## src/rtl/apb_burst_pkg.sv

```systemverilog
// apb_burst_pkg: shared state encoding, error codes and default error word for the APB burst master
package apb_burst_pkg;
  typedef enum logic [2:0] {S_IDLE, S_WAIT_WR, S_SETUP, S_ACCESS, S_RD_HOLD, S_ERROR} state_e;
  localparam logic [1:0] ERR_NONE = 2'd0;
  localparam logic [1:0] ERR_SLV  = 2'd1;
  localparam logic [1:0] ERR_TMO  = 2'd2;
  localparam logic [1:0] ERR_SEL  = 2'd3;
  localparam logic [15:0] ERR_WORD_DEFAULT = 16'h4552;
endpackage

```

## src/rtl/apb_timeout_ctr.sv

```systemverilog
// apb_timeout_ctr: counts ACCESS cycles and flags the last one allowed before abandoning the transfer
module apb_timeout_ctr #(
  parameter int TIMEOUT = 255
) (
  input  logic clk,
  input  logic reset_n,
  input  logic clr,
  input  logic en,
  output logic expired
);
  localparam int CW = (TIMEOUT > 1) ? $clog2(TIMEOUT) : 1;
  logic [CW-1:0] cnt_q;
  // the count equals the number of ACCESS cycles already spent, so TIMEOUT-1 marks the final one
  always_ff @(posedge clk or negedge reset_n)
    if (!reset_n) cnt_q <= '0;
    else if (clr) cnt_q <= '0;
    else if (en) cnt_q <= cnt_q + 1'b1;
  assign expired = (TIMEOUT != 0) && (cnt_q == CW'(TIMEOUT - 1));
endmodule

```

## src/rtl/apb_burst_master_fsm.sv

```systemverilog
// apb_burst_master_fsm: turns SPI command headers and data words into single/burst APB transfers
module apb_burst_master_fsm
  import apb_burst_pkg::*;
#(
  parameter int ADDR_W = 20,
  parameter int DATA_W = 16,
  parameter int N_SLV = 2,
  parameter int TIMEOUT = 255,
  parameter logic [DATA_W-1:0] ERR_WORD = DATA_W'(ERR_WORD_DEFAULT),
  localparam int SEL_W = (N_SLV > 1) ? $clog2(N_SLV) : 1,
  localparam int STRB_W = DATA_W / 8
) (
  input  logic              clk,
  input  logic              reset_n,
  input  logic              cmd_valid,
  input  logic              cmd_write,
  input  logic              cmd_burst,
  input  logic [SEL_W-1:0]  cmd_sel,
  input  logic [ADDR_W-1:0] cmd_addr,
  input  logic              wr_valid,
  input  logic [DATA_W-1:0] wr_data,
  input  logic              rd_req,
  input  logic              cs_abort,
  input  logic              pready,
  input  logic [DATA_W-1:0] prdata,
  input  logic              pslverr,
  output logic [N_SLV-1:0]  psel,
  output logic              penable,
  output logic              pwrite,
  output logic [STRB_W-1:0] pstrb,
  output logic [ADDR_W-1:0] paddr,
  output logic [DATA_W-1:0] pwdata,
  output logic [DATA_W-1:0] rdata,
  output logic              rdata_valid,
  output logic              err,
  output logic [1:0]        err_code,
  output logic              busy
);
  localparam logic [ADDR_W-1:0] INC = ADDR_W'(STRB_W);
  state_e state_q, state_d;
  logic write_q, write_d, burst_q, burst_d, abort_q, abort_d, abort_any, bad_sel, tmo_expired;
  logic [SEL_W-1:0] sel_q, sel_d;
  logic [ADDR_W-1:0] addr_q, addr_d, paddr_q, paddr_d;
  logic [N_SLV-1:0] psel_q, psel_d;
  logic penable_q, penable_d, pwrite_q, pwrite_d, rdata_valid_q, rdata_valid_d, err_q, err_d, busy_q, busy_d;
  logic [STRB_W-1:0] pstrb_q, pstrb_d;
  logic [DATA_W-1:0] pwdata_q, pwdata_d, rdata_q, rdata_d;
  logic [1:0] err_code_q, err_code_d;

  apb_timeout_ctr #(.TIMEOUT(TIMEOUT)) u_tmo (
    .clk(clk),
    .reset_n(reset_n),
    .clr(state_q == S_SETUP),
    .en(state_q == S_ACCESS),
    .expired(tmo_expired)
  );

  assign bad_sel = {1'b0, cmd_sel} >= (SEL_W + 1)'(N_SLV);

  // next-state and next-output logic; a chip-select abort in ACCESS is only remembered, never acted on mid-transfer
  always_comb begin
    state_d = state_q;
    write_d = write_q;
    burst_d = burst_q;
    sel_d = sel_q;
    addr_d = addr_q;
    abort_any = abort_q | cs_abort;
    abort_d = (state_q == S_IDLE) ? 1'b0 : abort_any;
    psel_d = psel_q;
    penable_d = penable_q;
    pwrite_d = pwrite_q;
    pstrb_d = pstrb_q;
    paddr_d = paddr_q;
    pwdata_d = pwdata_q;
    rdata_d = rdata_q;
    rdata_valid_d = 1'b0;
    err_d = 1'b0;
    err_code_d = err_code_q;
    case (state_q)
      S_IDLE: begin
        psel_d = '0;
        penable_d = 1'b0;
        rdata_d = '0;
        if (cmd_valid) begin
          write_d = cmd_write;
          burst_d = cmd_burst;
          sel_d = cmd_sel;
          addr_d = cmd_addr;
          err_code_d = bad_sel ? ERR_SEL : ERR_NONE;
          err_d = bad_sel;
          rdata_d = bad_sel ? ERR_WORD : '0;
          state_d = bad_sel ? S_ERROR : (cmd_write ? S_WAIT_WR : S_SETUP);
        end
      end
      S_WAIT_WR: begin
        if (cs_abort) state_d = S_IDLE;
        else if (wr_valid) begin
          pwdata_d = wr_data;
          state_d = S_SETUP;
        end
      end
      S_SETUP: begin
        penable_d = 1'b1;
        state_d = S_ACCESS;
      end
      S_ACCESS: begin
        if (pready || tmo_expired) begin
          psel_d = '0;
          penable_d = 1'b0;
          addr_d = addr_q + INC;
          if (!pready || pslverr) begin
            err_d = 1'b1;
            err_code_d = pready ? ERR_SLV : ERR_TMO;
            rdata_d = ERR_WORD;
            state_d = S_ERROR;
          end else if (write_q) state_d = (burst_q && !abort_any) ? S_WAIT_WR : S_IDLE;
          else begin
            rdata_d = prdata;
            rdata_valid_d = 1'b1;
            state_d = abort_any ? S_IDLE : S_RD_HOLD;
          end
        end
      end
      S_RD_HOLD: begin
        if (cs_abort) state_d = S_IDLE;
        else if (rd_req) state_d = burst_q ? S_SETUP : S_IDLE;
      end
      S_ERROR: begin
        if (cs_abort || abort_q) state_d = S_IDLE;
        else if (burst_q && err_code_q != ERR_SEL) begin
          if (write_q ? wr_valid : rd_req) begin
            pwdata_d = write_q ? wr_data : pwdata_q;
            state_d = S_SETUP;
          end
        end else if (wr_valid || rd_req) state_d = S_IDLE;
      end
      default: state_d = S_IDLE;
    endcase
    if (state_d == S_SETUP) begin
      psel_d = N_SLV'(1) << sel_d;
      penable_d = 1'b0;
      pwrite_d = write_d;
      pstrb_d = '1;
      paddr_d = addr_d;
    end
    busy_d = state_d != S_IDLE;
  end

  // every output is registered; reset clears them all immediately
  always_ff @(posedge clk or negedge reset_n)
    if (!reset_n) begin
      state_q <= S_IDLE;
      write_q <= 1'b0;
      burst_q <= 1'b0;
      sel_q <= '0;
      addr_q <= '0;
      abort_q <= 1'b0;
      psel_q <= '0;
      penable_q <= 1'b0;
      pwrite_q <= 1'b0;
      pstrb_q <= '0;
      paddr_q <= '0;
      pwdata_q <= '0;
      rdata_q <= '0;
      rdata_valid_q <= 1'b0;
      err_q <= 1'b0;
      err_code_q <= ERR_NONE;
      busy_q <= 1'b0;
    end else begin
      state_q <= state_d;
      write_q <= write_d;
      burst_q <= burst_d;
      sel_q <= sel_d;
      addr_q <= addr_d;
      abort_q <= abort_d;
      psel_q <= psel_d;
      penable_q <= penable_d;
      pwrite_q <= pwrite_d;
      pstrb_q <= pstrb_d;
      paddr_q <= paddr_d;
      pwdata_q <= pwdata_d;
      rdata_q <= rdata_d;
      rdata_valid_q <= rdata_valid_d;
      err_q <= err_d;
      err_code_q <= err_code_d;
      busy_q <= busy_d;
    end

  assign psel = psel_q;
  assign penable = penable_q;
  assign pwrite = pwrite_q;
  assign pstrb = pstrb_q;
  assign paddr = paddr_q;
  assign pwdata = pwdata_q;
  assign rdata = rdata_q;
  assign rdata_valid = rdata_valid_q;
  assign err = err_q;
  assign err_code = err_code_q;
  assign busy = busy_q;
endmodule
```

## config.mk

```make
export PLATFORM = sky130hd
export DESIGN_NAME = apb_burst_master_fsm
export DESIGN_NICKNAME = d
export VERILOG_FILES = /design/src/rtl/apb_burst_pkg.sv /design/src/rtl/apb_timeout_ctr.sv /design/src/rtl/apb_burst_master_fsm.sv
export SDC_FILE = /design/constraint.sdc
export NUM_CORES = 1
export LEC_CHECK = 0
export CELL_PAD_IN_SITES_DETAIL_PLACEMENT = 0
export CELL_PAD_IN_SITES_GLOBAL_PLACEMENT = 1
export CORE_UTILIZATION = 40
export DETAILED_ROUTE_END_ITERATION = 16
export GPL_ROUTABILITY_DRIVEN = 0
export PLACE_DENSITY = 0.85
export SKIP_LAST_GASP = 1
export SYNTH_ARGS = -nofsm -noshare
export SYNTH_HDL_FRONTEND = slang
export SYNTH_SLANG_ARGS = --single-unit
```

## constraint.sdc

```tcl
create_clock -name clk -period 7.2 [get_ports clk]
set_input_delay 0.72 -clock clk [delete_from_list [all_inputs] [get_ports clk]]
set_output_delay 0.72 -clock clk [all_outputs]
set_load 0.1 [all_outputs]
```

Yosys cells after proc, flatten, opt, wreduce, memory -nomap -nowiden
Index checks and enable logic that the tools add are counted.

Input port bits: 63. Word-level logic and storage cells: 119. Bits in registers: 97. Output and inout bits: 63.

Multiplexer cells: 57. Bitwise operators: 1. Add/subtract/negate cells: 2. Shift-type cells: 1. Equal/unequal tests: 19. Reductions and logical operators: 21.

Operators by type and width (number): 2-to-1 mux 16 bit (9); case mux 16 bit (2 select lines) (2); 2-to-1 mux 20 bit (2); case mux 20 bit (2 select lines) (1); 2-to-1 mux 3 bit (13); adder 20 x 2 -> 20 bit, second input constant (1); != test 2 bit, second input constant (10); case mux 3 bit (6 select lines) (1); 2-to-1 mux 1 bit (16); 2-to-1 mux 2 bit (8); 2-to-1 mux 8 bit (2); equality test 3 x 2 -> 1 bit, second input constant (3); adder 8 x 1 -> 8 bit, second input constant (1); equality test 8 bit, second input constant (1); case mux 2 bit (2 select lines) (2); AND reduction 7 bit (1); equality test 3 bit, second input constant (2); != test 3 bit, second input constant (2); AND reduction 2 bit (3); nonzero test 2 bit (3); nonzero test 3 bit (2); logical OR 1 bit (4); AND reduction 4 bit (1); nonzero test 4 bit (1); other kinds (8) (10).

Depth between registers and ports, before layout
Depth in word-level cells: 11. Mapped depth: 9. Mapped depth without buffers: 8.

Hierarchy
A second synthesis with hierarchy kept.

Cell total of the unflattened synthesis: 405. Area, all modules: 4510.6 um2.

By module, submodules not included: apb_burst_master_fsm (sequential area each 2227.1 um2, cells each 364, area each 4100.2 um2, times used 1); apb_timeout_ctr (sequential area each 200.2 um2, cells each 41, area each 410.4 um2, times used 1).

Least setup slack after synthesis
Ideal clock, no wire load.

Kind: input to register. Start point: in cmd_valid. End point: reg paddr_q[0] (netlist: paddr[0]). Path slack: 4.584 ns. Arrival: 2.490 ns. Stages: 6. Required time: 7.075 ns. Buffers on the path: 1. Library setup time: 0.125 ns. Cell sequence: or4b_2 -> o22ai_1 -> a311oi_1 -> a211oi_1 -> buf_2 -> mux2_2.

Longest elaborated chain between the ends: 3. Elaborated cells on any way between the ends: 5. Those cells by class: 1 x eq/ne; 4 x mux.

Ends and longest elaborated chain: start: declaration (RTL line apb_burst_master_fsm.sv:15) `input logic cmd_valid,`; 2-to-1 mux 3 bit (RTL line apb_burst_master_fsm.sv:84) `if (cmd_valid) begin`; case mux 3 bit (6 select lines) (RTL line apb_burst_master_fsm.sv:79) `case (state_q)`; equality test 3 x 2 -> 1 bit (RTL line apb_burst_master_fsm.sv:139) `if (state_d == S_SETUP) begin`; end signal: assignment (RTL line apb_burst_master_fsm.sv:180) `paddr_q <= paddr_d;`; end: declaration (RTL line apb_burst_master_fsm.sv:43) `logic [ADDR_W-1:0] addr_q, addr_d, paddr_q, paddr_d;`.

Several ways; a longest one is shown, not always the timed one. A chain may end at the register's enable or synchronous reset.

Worst setup path in the final report
Start point: reg state_q[2]. End point: reg paddr_q[2] (netlist: paddr[2]).

Longest elaborated chain between the ends: 5. Elaborated cells on any way between the ends: 19. Those cells by class: 6 x eq/ne; 12 x mux; 1 x reduce/logical.

Ends and longest elaborated chain: start: declaration (RTL line apb_burst_master_fsm.sv:40) `state_e state_q, state_d;`; start signal: assignment (RTL line apb_burst_master_fsm.sv:170) `state_q <= state_d;`; 2-to-1 mux 3 bit (on tied branches) (RTL line apb_burst_master_fsm.sv:135, apb_burst_master_fsm.sv:131); 2-to-1 mux 3 bit (RTL line apb_burst_master_fsm.sv:130) `else if (burst_q && err_code_q != ERR_SEL) begin`; 2-to-1 mux 3 bit (RTL line apb_burst_master_fsm.sv:129) `if (cs_abort || abort_q) state_d = S_IDLE;`; case mux 3 bit (6 select lines) (RTL line apb_burst_master_fsm.sv:79); equality test 3 x 2 -> 1 bit (RTL line apb_burst_master_fsm.sv:139).

Several ways; a longest one is shown, not always the timed one.

==> results.tsv <==
metric	value	unit
run_status	finished clean	
yosysWarningCount	0	
drv.max_cap_violation_count	0	
final_period_minus_worst_setup_slack	3080	ps
synth_cell_type_count	54	
first_global_vias	3635	
max_slew_margin	0.222	
cts_post_setup_buffers_inserted	0	
final_common_cell	clkdlybuf4s50_1	
setup_repair_after_global_routing_missed_its_margin	false	
timing.reg2reg.setup_slack	4120	ps
ctsHtreeMaxLevel	3	
area_growth_synth_to_finish	35.2	%
routed_via_density	5.50	
critPathKind	flip-flop to flip-flop	
startpoint_type	flip-flop	
mappedNetlistArea	0.00450	mm²
ctsLongestPathBuffers	2	
yosys.area_share.adder	0.00834	
floorplan.io_pins	126	
port-buffer-count	125	
post_synth_xor_area_fraction	0.00778	
synth.ff_latch_count	97	
synthesis.nets	485	
die_y	108	µm
synthesis.area_per_instance	10.7	µm²
finalCoreUtilization	0.559	
wl_per_cell	16.5	µm
cts_hold_repair.buffers	0	
finalSetupViolations	0	
grt_overflow	0	
grt_util_all_layers	0.202	
grt_antenna_before_repair	0	
drt_first_pass_iters	5	
main_combinational_cell_family_by_area_after_synthesis	compound AO/OA/AOI/OAI gates	
finalNetCount	603	
timing.critical_path.slowest_cell_delay	710	ps
worst_min_path_class	input port to asynchronous set/reset pin	
antenna-diode-count	0	
drive_gt1_frac	0.125	
floorplan.rows	38	
area_of_the_die	0.0117	mm²
clock_tree_from_tritoncts	yes	
fraction_of_the_mapped_netlist_area_in_compound_gates	0.159	
final.setup.tns	0	ps
routed-via-count	3751	
cts_buffer_count	9	
ctsResizeCount	0	
setup_ws	4120	ps
final_hold_viol_count	0	
pre_cts_ws	3870	ps
drv_slew	0	
cp.required	7450	ps
drt_wl_total	11300	µm
synth.mux.area_fraction	0.103	
period_share	0.428	
grt_first_pass_wirelength	18400	µm
number_of_instances_in_the_synthesized_netlist	419	
tightestPinTransition	1160	ps
drc	0	
path_cells	clkinv_1, nand3_1, o221ai_1, a211oi_4, buf_4, mux2_2	
worstSetupEndpointType	flip-flop	
initial_utilization	0.414	
achievable-frequency	324	MHz
synth_enable_flop_cells	0	
dp_hpwl	8000	µm
timing.critical_path.arrival	3330	ps
clk_latency_worst_skew_pair	360	ps
final_cell_mix	clkdlybuf4s50_1 (124), dfrtp_1 (97), nand2_1 (55)	
tritoncts_num_sinks	97	
clock_tree.root_cell	clkbuf_8	
cpMaxStageDelayCell	nand3_1	
worst_setup_hold_path_clk_slew	90	ps
crit_fanout	30	
placeableCoreArea	0.0109	mm²
die-width	108	µm
worst_clock_skew	7.83	ps
grt_start_max_net_pins	67	
most_used_flip_flop_cell_after_synthesis	dfrtp_1	
initialDrtViolationCount	174	
ys_async_sr_fraction	1.00	
detail-route-antenna-nets	0	
post_synthesis_share_of_cell_area_spent_on_and_or_nand_and_nor_gates	0.156	
yosysSeqAreaShare	0.539	
## synthesized netlist by cell type (all sizes together) (5+ instances only)
cell	number	area, µm²
buf	8	42.5
a22o	13	114
or2	5	31.3
a22oi	8	60.1
mux2	35	394
o21ai	40	200
clkbuf	15	56.3
nand3	18	95.1
nor3	6	30.0
or4	5	41.3
nand2	55	206
dfrtp	97	2430
mux2i	7	70.1
a21oi	11	55.1
nand2b	6	37.5
nor2	18	67.6
a31oi	5	31.3
## logic make-up (layout without fill, tap and decap cells)
group	after synthesis	in the layout
flops	97	97
mux	42	42
simple gates	139	139
compound gates	106	106
xor+xnor	4	4
fa+ha+maj	3	3
buf+inv	28	151
## routing by layer
metal | GRT usage | wire length, µm
met4 | 0.0479 | 106
met3 | 0.0404 | 569
met5 | 0 | 0
met2 | 0.332 | 5530
met1 | 0.274 | 5050
## cell type report
cell class              instances  area [µm²]
inverters                       5        18.8
repair buffers                130        1290
clock buffers                  11         141
fillers                       955        4800
multi-input cells             294        1980
clock inverters                 5        62.6
flip-flops and latches         97        2430
well taps                     140         175
## sequential cells by signal (all words and copies together), names as in the netlist
signal	flops
state_q	3
pstrb	1
err	1
addr_q	20
penable	1
abort_q	1
burst_q	1
sel_q	1
busy	1
pwrite	1
write_q	1
rdata_valid	1
psel	2
paddr	20
rdata	16
err_code	2
u_tmo.cnt_q	8
pwdata	16
## critical path, delay by kind of cell (launching register included)
kind / cells / cell delay, ps
mux: 1 / 390
simple gates: 1 / 710
buf+inv: 2 / 720
compound gates: 2 / 540
flops: 1 / 580
## metrics by stage
step                instance area, µm²  instances  hold slack (ps)
finish                            6090        682              284
global route                      6090        682              292
CTS                               6090        682              280
floorplan                         4500        419              424
global placement                  5880        666              463
detailed placement                5880        666              470
## worst paths after layout
| path | start | to | depth (start not counted) |
|---|---|---|---|
| max reg2reg | state_q[2] | paddr[2] | 6 |
| max | state_q[2] | paddr[2] | 6 |
| min in group clk | rdata[6] | rdata[6] | 2 |
| min reg2reg | rdata[6] | rdata[6] | 2 |
| min | reset_n | rdata[14] | 1 |
| max in group asynchronous | reset_n | addr_q[18] | 2 |
Power is left out: the tool's default activity adds up to more than one toggle a clock period on the data nets, which glitch-free logic cannot reach.
